$ cat config.mk
export PLATFORM = sky130hd
export DESIGN_NAME = ann_stim_sequencer
export DESIGN_NICKNAME = d
export VERILOG_FILES = /design/src/rtl/ann_stim_sequencer.sv
export SDC_FILE = /design/constraint.sdc
export NUM_CORES = 1
export LEC_CHECK = 0
export BUFFER_PORTS_ARGS = -buffer_cell sky130_fd_sc_hd__buf_4
export CAP_MARGIN = 25
export CELL_PAD_IN_SITES_DETAIL_PLACEMENT = 0
export CELL_PAD_IN_SITES_GLOBAL_PLACEMENT = 1
export CORE_MARGIN = 2
export CORE_UTILIZATION = 41
export DETAILED_ROUTE_END_ITERATION = 6
export MAX_ROUTING_LAYER = met4
export PLACE_DENSITY_LB_ADDON = 0.1
export REMOVE_ABC_BUFFERS = 1
export SETUP_SLACK_MARGIN = 0.2
export SYNTH_ARGS = -nofsm -noshare
export SYNTH_HDL_FRONTEND = slang
export SYNTH_SLANG_ARGS = --single-unit
$ cat constraint.sdc
create_clock -name clk -period 4.3 [get_ports clk]
set_input_delay 0.86 -clock clk [delete_from_list [all_inputs] [get_ports clk]]
set_output_delay 0.86 -clock clk [all_outputs]
set_load 0.05 [all_outputs]
$ cat src/rtl/ann_stim_sequencer.sv
// Streams a packed weight/data image from SRAM into the ANN core and hands results back to the host.
// state  | meaning
// IDLE   | waiting for start
// RD_W1  | reading weight1 words
// RD_W2  | reading weight2 words
// RD_D   | reading data points of the current sample
// RD_T   | target read issued, draining until in_valid_t is out
// WAIT   | waiting for out_valid (bounded by TIMEOUT)
// FIN    | done pulse, back to IDLE
module ann_stim_sequencer #(
    parameter int DATA_W  = 32,
    parameter int AW      = 16,
    parameter int N_IN    = 4,
    parameter int N_HID   = 3,
    parameter int TIMEOUT = 1000
) (
    input  logic              clk,
    input  logic              rst_n,
    input  logic              start,
    input  logic [AW-1:0]     base_addr,
    input  logic [15:0]       num_sample,
    output logic              busy,
    output logic              done,
    output logic [1:0]        err,
    output logic              mem_rd,
    output logic [AW-1:0]     mem_addr,
    input  logic [DATA_W-1:0] mem_rdata,
    output logic              in_valid_w1,
    output logic              in_valid_w2,
    output logic              in_valid_d,
    output logic              in_valid_t,
    output logic [DATA_W-1:0] weight1,
    output logic [DATA_W-1:0] weight2,
    output logic [DATA_W-1:0] data_point,
    output logic [DATA_W-1:0] target,
    input  logic              out_valid,
    input  logic [DATA_W-1:0] out,
    output logic              res_valid,
    output logic [DATA_W-1:0] res_data,
    output logic [15:0]       res_idx
);
    localparam logic [15:0] W1_LAST = 16'(N_IN*N_HID - 1);
    localparam logic [15:0] W2_LAST = 16'(N_HID - 1);
    localparam logic [15:0] D_LAST  = 16'(N_IN - 1);
    localparam logic [15:0] T_DRAIN = 16'd2;
    localparam int          TW      = $clog2(TIMEOUT + 1);
    localparam logic [TW-1:0] TMR_LOAD = TW'(TIMEOUT - 1);
    localparam logic [1:0]  TG_W1 = 2'd0, TG_W2 = 2'd1, TG_D = 2'd2, TG_T = 2'd3;

    typedef enum logic [2:0] {S_IDLE, S_RD_W1, S_RD_W2, S_RD_D, S_RD_T, S_WAIT, S_FIN} state_t;

    state_t            r_state;
    logic [AW-1:0]     r_addr;
    logic [15:0]       r_cnt;
    logic [15:0]       r_num;
    logic [15:0]       r_smp;
    logic [TW-1:0]     r_tmr;
    logic [1:0]        r_tag;
    logic              r_pend_v;
    logic [1:0]        r_pend_tag;
    logic              r_busy, r_done, r_mem_rd;
    logic [1:0]        r_err;
    logic [AW-1:0]     r_mem_addr;
    logic              r_v_w1, r_v_w2, r_v_d, r_v_t;
    logic [DATA_W-1:0] r_weight1, r_weight2, r_data_point, r_target;
    logic              r_res_valid;
    logic [DATA_W-1:0] r_res_data;
    logic [15:0]       r_res_idx;

    logic [AW-1:0]     w_addr_nxt;
    logic [15:0]       w_smp_nxt;
    logic              w_sel_w1, w_sel_w2, w_sel_d, w_sel_t;

    assign w_addr_nxt = r_addr + AW'(1);
    assign w_smp_nxt  = r_smp + 16'd1;
    assign w_sel_w1   = r_pend_v && (r_pend_tag == TG_W1);
    assign w_sel_w2   = r_pend_v && (r_pend_tag == TG_W2);
    assign w_sel_d    = r_pend_v && (r_pend_tag == TG_D);
    assign w_sel_t    = r_pend_v && (r_pend_tag == TG_T);

    always_ff @(posedge clk or negedge rst_n) begin
        if (!rst_n) begin
            r_state      <= S_IDLE;
            r_addr       <= '0;
            r_cnt        <= '0;
            r_num        <= '0;
            r_smp        <= '0;
            r_tmr        <= '0;
            r_tag        <= TG_W1;
            r_pend_v     <= 1'b0;
            r_pend_tag   <= TG_W1;
            r_busy       <= 1'b0;
            r_done       <= 1'b0;
            r_err        <= '0;
            r_mem_rd     <= 1'b0;
            r_mem_addr   <= '0;
            r_v_w1       <= 1'b0;
            r_v_w2       <= 1'b0;
            r_v_d        <= 1'b0;
            r_v_t        <= 1'b0;
            r_weight1    <= '0;
            r_weight2    <= '0;
            r_data_point <= '0;
            r_target     <= '0;
            r_res_valid  <= 1'b0;
            r_res_data   <= '0;
            r_res_idx    <= '0;
        end else begin
            r_done      <= 1'b0;
            r_res_valid <= 1'b0;
            // Read data returns one cycle after the strobe; register it out one cycle later.
            r_pend_v     <= r_mem_rd;
            r_pend_tag   <= r_tag;
            r_v_w1       <= w_sel_w1;
            r_v_w2       <= w_sel_w2;
            r_v_d        <= w_sel_d;
            r_v_t        <= w_sel_t;
            r_weight1    <= w_sel_w1 ? mem_rdata : '0;
            r_weight2    <= w_sel_w2 ? mem_rdata : '0;
            r_data_point <= w_sel_d  ? mem_rdata : '0;
            r_target     <= w_sel_t  ? mem_rdata : '0;
            if (out_valid && (r_state != S_WAIT)) r_err[1] <= 1'b1;

            case (r_state)
                S_IDLE: if (start) begin
                    r_err      <= '0;
                    r_busy     <= 1'b1;
                    r_num      <= num_sample;
                    r_smp      <= '0;
                    r_mem_rd   <= 1'b1;
                    r_mem_addr <= base_addr;
                    r_addr     <= base_addr + AW'(1);
                    r_tag      <= TG_W1;
                    r_cnt      <= W1_LAST;
                    r_state    <= S_RD_W1;
                end
                S_RD_W1: begin
                    r_mem_addr <= r_addr;
                    r_addr     <= w_addr_nxt;
                    if (r_cnt == 16'd0) begin
                        r_tag   <= TG_W2;
                        r_cnt   <= W2_LAST;
                        r_state <= S_RD_W2;
                    end else begin
                        r_cnt <= r_cnt - 16'd1;
                    end
                end
                S_RD_W2: begin
                    if (r_cnt != 16'd0) begin
                        r_mem_addr <= r_addr;
                        r_addr     <= w_addr_nxt;
                        r_cnt      <= r_cnt - 16'd1;
                    end else if (r_num == 16'd0) begin
                        r_mem_rd <= 1'b0;
                        r_done   <= 1'b1;
                        r_state  <= S_FIN;
                    end else begin
                        r_mem_addr <= r_addr;
                        r_addr     <= w_addr_nxt;
                        r_tag      <= TG_D;
                        r_cnt      <= D_LAST;
                        r_state    <= S_RD_D;
                    end
                end
                S_RD_D: begin
                    r_mem_addr <= r_addr;
                    r_addr     <= w_addr_nxt;
                    if (r_cnt == 16'd0) begin
                        r_tag   <= TG_T;
                        r_cnt   <= T_DRAIN;
                        r_state <= S_RD_T;
                    end else begin
                        r_cnt <= r_cnt - 16'd1;
                    end
                end
                S_RD_T: begin
                    r_mem_rd <= 1'b0;
                    if (r_cnt == 16'd0) begin
                        r_tmr   <= TMR_LOAD;
                        r_state <= S_WAIT;
                    end else begin
                        r_cnt <= r_cnt - 16'd1;
                    end
                end
                S_WAIT: begin
                    if (out_valid) begin
                        r_res_valid <= 1'b1;
                        r_res_data  <= out;
                        r_res_idx   <= r_smp;
                        r_smp       <= w_smp_nxt;
                        if (w_smp_nxt == r_num) begin
                            r_done  <= 1'b1;
                            r_state <= S_FIN;
                        end else begin
                            r_mem_rd   <= 1'b1;
                            r_mem_addr <= r_addr;
                            r_addr     <= w_addr_nxt;
                            r_tag      <= TG_D;
                            r_cnt      <= D_LAST;
                            r_state    <= S_RD_D;
                        end
                    end else if (r_tmr == '0) begin
                        r_err[0] <= 1'b1;
                        r_done   <= 1'b1;
                        r_state  <= S_FIN;
                    end else begin
                        r_tmr <= r_tmr - TW'(1);
                    end
                end
                S_FIN: begin
                    r_busy  <= 1'b0;
                    r_state <= S_IDLE;
                end
                default: r_state <= S_IDLE;
            endcase
        end
    end

    assign busy        = r_busy;
    assign done        = r_done;
    assign err         = r_err;
    assign mem_rd      = r_mem_rd;
    assign mem_addr    = r_mem_addr;
    assign in_valid_w1 = r_v_w1;
    assign in_valid_w2 = r_v_w2;
    assign in_valid_d  = r_v_d;
    assign in_valid_t  = r_v_t;
    assign weight1     = r_weight1;
    assign weight2     = r_weight2;
    assign data_point  = r_data_point;
    assign target      = r_target;
    assign res_valid   = r_res_valid;
    assign res_data    = r_res_data;
    assign res_idx     = r_res_idx;
endmodule

==> run summary <==
Core Region - 29800 sq um
Tcrit/Tclk final - 85.4%
Fin crit period - 3.67 ns
Wire length on met1 - 16100 microns
Final setup margin - 0.628 ns
Mapped cell area - 12500 sq um
CTS tree - built
Drt pass-1 iters - 5
CTS Hold Buffers Added - 0
Worst R2R Path Depth - 10
GRT Util Overall - 23.0%
P&R area growth vs syn - 29.4%
DIE HEIGHT - 179 microns
Cells after Synth - 1244
Initial antenna violation count - 0
Avg WL per Cell - 18.8 microns
Hold crit path type - in -> async
Fmax - 272 MHz
Full die area - 31900 sq um
Leak pwr - 8.07 nW
Slew HR - 39.3%
Hpwl dp - 25600 microns
Met3 Routed Length - 2180 microns
Cells resized by post-CTS repair - 0
First-pass GRT wire length - 55700 microns
Worst-path clk slew - 0.06 ns
RSZ-0062 raised after global routing - false
CTS Sinks - 284
Yosys Warn Count - 0
Area after DPL - 15100 sq um
Clk root buf - clkbuf_16
Max layer used - met4
H-tree depth - 1
Floorplan row count - 63
Critical Path Max Stage Delay - 0.57 ns
Final ANT Viol Nets - 0
Endpoints failing setup - 0
Synth async-reset ratio - 100%
Pwr Total - 0.0131 W
Initial Util - 41.9%
Pre-CTS WS - 0.682 ns
Post-synth cell types - 80
RD Place Congestion - 0.833
Vias per cell - 5.16
WL met2 - 17000 microns
Outcome - completed
Power Density - 808 nW/um^2
Max Slew Vio Count - 0
Final std cells w/o fill - 1936
Fin Setup TNS - 0 ns
# diodes - 0
Placed cell count - 1884
Final WL - 36400 microns
Clk buf depth - 3
TritonCTS Buffers - 31
Reported max-cap violation count - 0
Grt ovf - 0
Maximum VDD drop - 409 uV
Slowest library cell on the worst path - nor3_1
Drt initial violations - 545
Top cells by area, synth - dfrtp_1 57%, nand2_1 8.2%, and2_1 6.6%
Least-Margin Pin Slew - 0.908 ns
Fin Clk Skew - 0.0123 ns
EDFF count, synth - 0
Main synth FF type - dfrtp_1
Final nets - 1632
Vias in the first global route - 9635
Post-synthesis average cell area - 10.0 sq um
Crit-path max FO - 16
CP Launch Type - register
Required @ worst endpoint - 4.81 ns
Top-Level Pins - 302
Crit path DAT - 4.18 ns
Post-synthesis sequential area ratio - 56.9%
Hold Fails Final Rpt - 0
Largest net degree at the start of global routing - 89
R2r startpoint - r_smp[0]
Yosys reg bits - 284
DRC - 0
Design area - 16200 sq um
Share of cells above drive strength 1 - 26.6%
Worst r2r dst - r_addr[7]
Post-synth top area share - 56.9%
CP Class - reg -> reg
Die Width - 179 microns
Clock Latency Late Sink - 0.57 ns
R2R Setup Slk - 0.63 ns
Post-CTS setup buffer count - 0
Crit path cell chain - ha_1, nand4_1, nor3_1, a31oi_1, nor4b_2, nand4_1, o2111ai_4, buf_4, and2_1, o22a_1
Port Buffer Count - 301
CP dominant cell by count - nand4_1
Worst setup EP type - register
Synth area leader - dfrtp_1
Vias - 9985
==> final cells by class <==
type                       instances  area (sq um)
multi-input combinational        873          5030
clock inverter                    13           195
sequential                       284          7110
tap                              390           488
fill                            2726         13600
inverter                          17          63.8
timing repair buffer             320          2430
clock buffer                      39           846
==> critical path, delay by kind of cell (launching register included) <==
| family | cells | cell delay (ns) |
|---|---|---|
| compound gates | 3 | 0.67 |
| fa+ha+maj | 1 | 0.41 |
| buf+inv | 1 | 0.28 |
| flops | 1 | 0.53 |
| simple gates | 5 | 1.71 |
==> report_power, final <==
part	leakage, nW	total (W)	internal [W]	switching (W)
logic	3.88	0.00626	0.00202	0.00423
clock network	0.502	0.00272	0.00163	0.00109
registers	3.69	0.00408	0.00353	0.000554
==> layout by cell type (no fill, tap or decap), drive strengths merged, types with 7 or more instances in the layout <==
master | synthesis | layout
o211ai | 7 | 7
o31ai | 25 | 25
o21ai | 56 | 56
a31oi | 11 | 11
nand2 | 275 | 275
and3 | 9 | 9
or3 | 11 | 11
nand3 | 30 | 30
xnor2 | 15 | 15
mux2 | 19 | 19
mux2i | 9 | 9
dfrtp | 284 | 284
xor2 | 12 | 12
buf | 24 | 320
nor2 | 60 | 60
inv | 16 | 17
and2 | 133 | 133
a21oi | 50 | 50
nor4 | 11 | 11
nor3 | 25 | 25
nand2b | 8 | 8
clkbuf | 46 | 39
nor2b | 8 | 8
nand4 | 11 | 11
==> worst max-delay path by stage <==
stage / from / slack (ns) / to
after floorplan: r_state[2] / -0.16 / r_smp[8]
after global placement: r_smp[0] / 0.90 / r_addr[11]
after detailed placement: r_smp[0] / 0.68 / r_addr[15]
after CTS: r_smp[0] / 0.67 / r_addr[7]
after global routing: r_smp[0] / 0.40 / r_addr[0]
final: r_smp[0] / 0.63 / r_addr[7]
==> logic make-up (layout without fill, tap and decap cells) <==
family                     Yosys count  count (layout)  synth area share [%]
and+or+nand+nor                    612             612                  24.5
DFF                                284             284                  56.9
xor gates and xnor gates            27              27                  1.89
AOI/OAI and AO/OA                  201             201                  10.4
muxes                               28              28                  2.83
adders and majority gates            5               5                 0.501
buffers and inverters               87             389                  2.96
==> cells in the mapped netlist (all sizes together), types with 6 or more instances <==
| cell type | instances |
|---|---|
| a211oi | 6 |
| a21oi | 50 |
| a2bb2oi | 6 |
| a31oi | 11 |
| and2 | 133 |
| and3 | 9 |
| buf | 24 |
| clkbuf | 46 |
| dfrtp | 284 |
| inv | 16 |
| mux2 | 19 |
| mux2i | 9 |
| nand2 | 275 |
| nand2b | 8 |
| nand3 | 30 |
| nand4 | 11 |
| nor2 | 60 |
| nor2b | 8 |
| nor3 | 25 |
| nor4 | 11 |
| o211ai | 7 |
| o21ai | 56 |
| o31ai | 25 |
| or3 | 11 |
| xnor2 | 15 |
| xor2 | 12 |
==> flip-flops by register name (all words and copies together) (netlist names), 32 cells and up <==
register and count:
target 32, weight2 32, weight1 32, data_point 32, res_data 32
==> stage by stage <==
step                      utilization, %  hold slack, ns
after global placement              50.7           0.370
after floorplan                        -           0.355
after CTS                           54.2           0.257
final                               54.2           0.244
after global routing                54.2           0.287
after detailed placement            50.7           0.365
==> per-layer routing <==
metal  global-route usage, %  up-vias
li1                        -     4775
met1                    31.0     4851
met2                    36.1      300
met3                    3.64       59
met4                    6.37        0
met5                       -        -
Note: power is estimated with default switching activity, not from simulation.
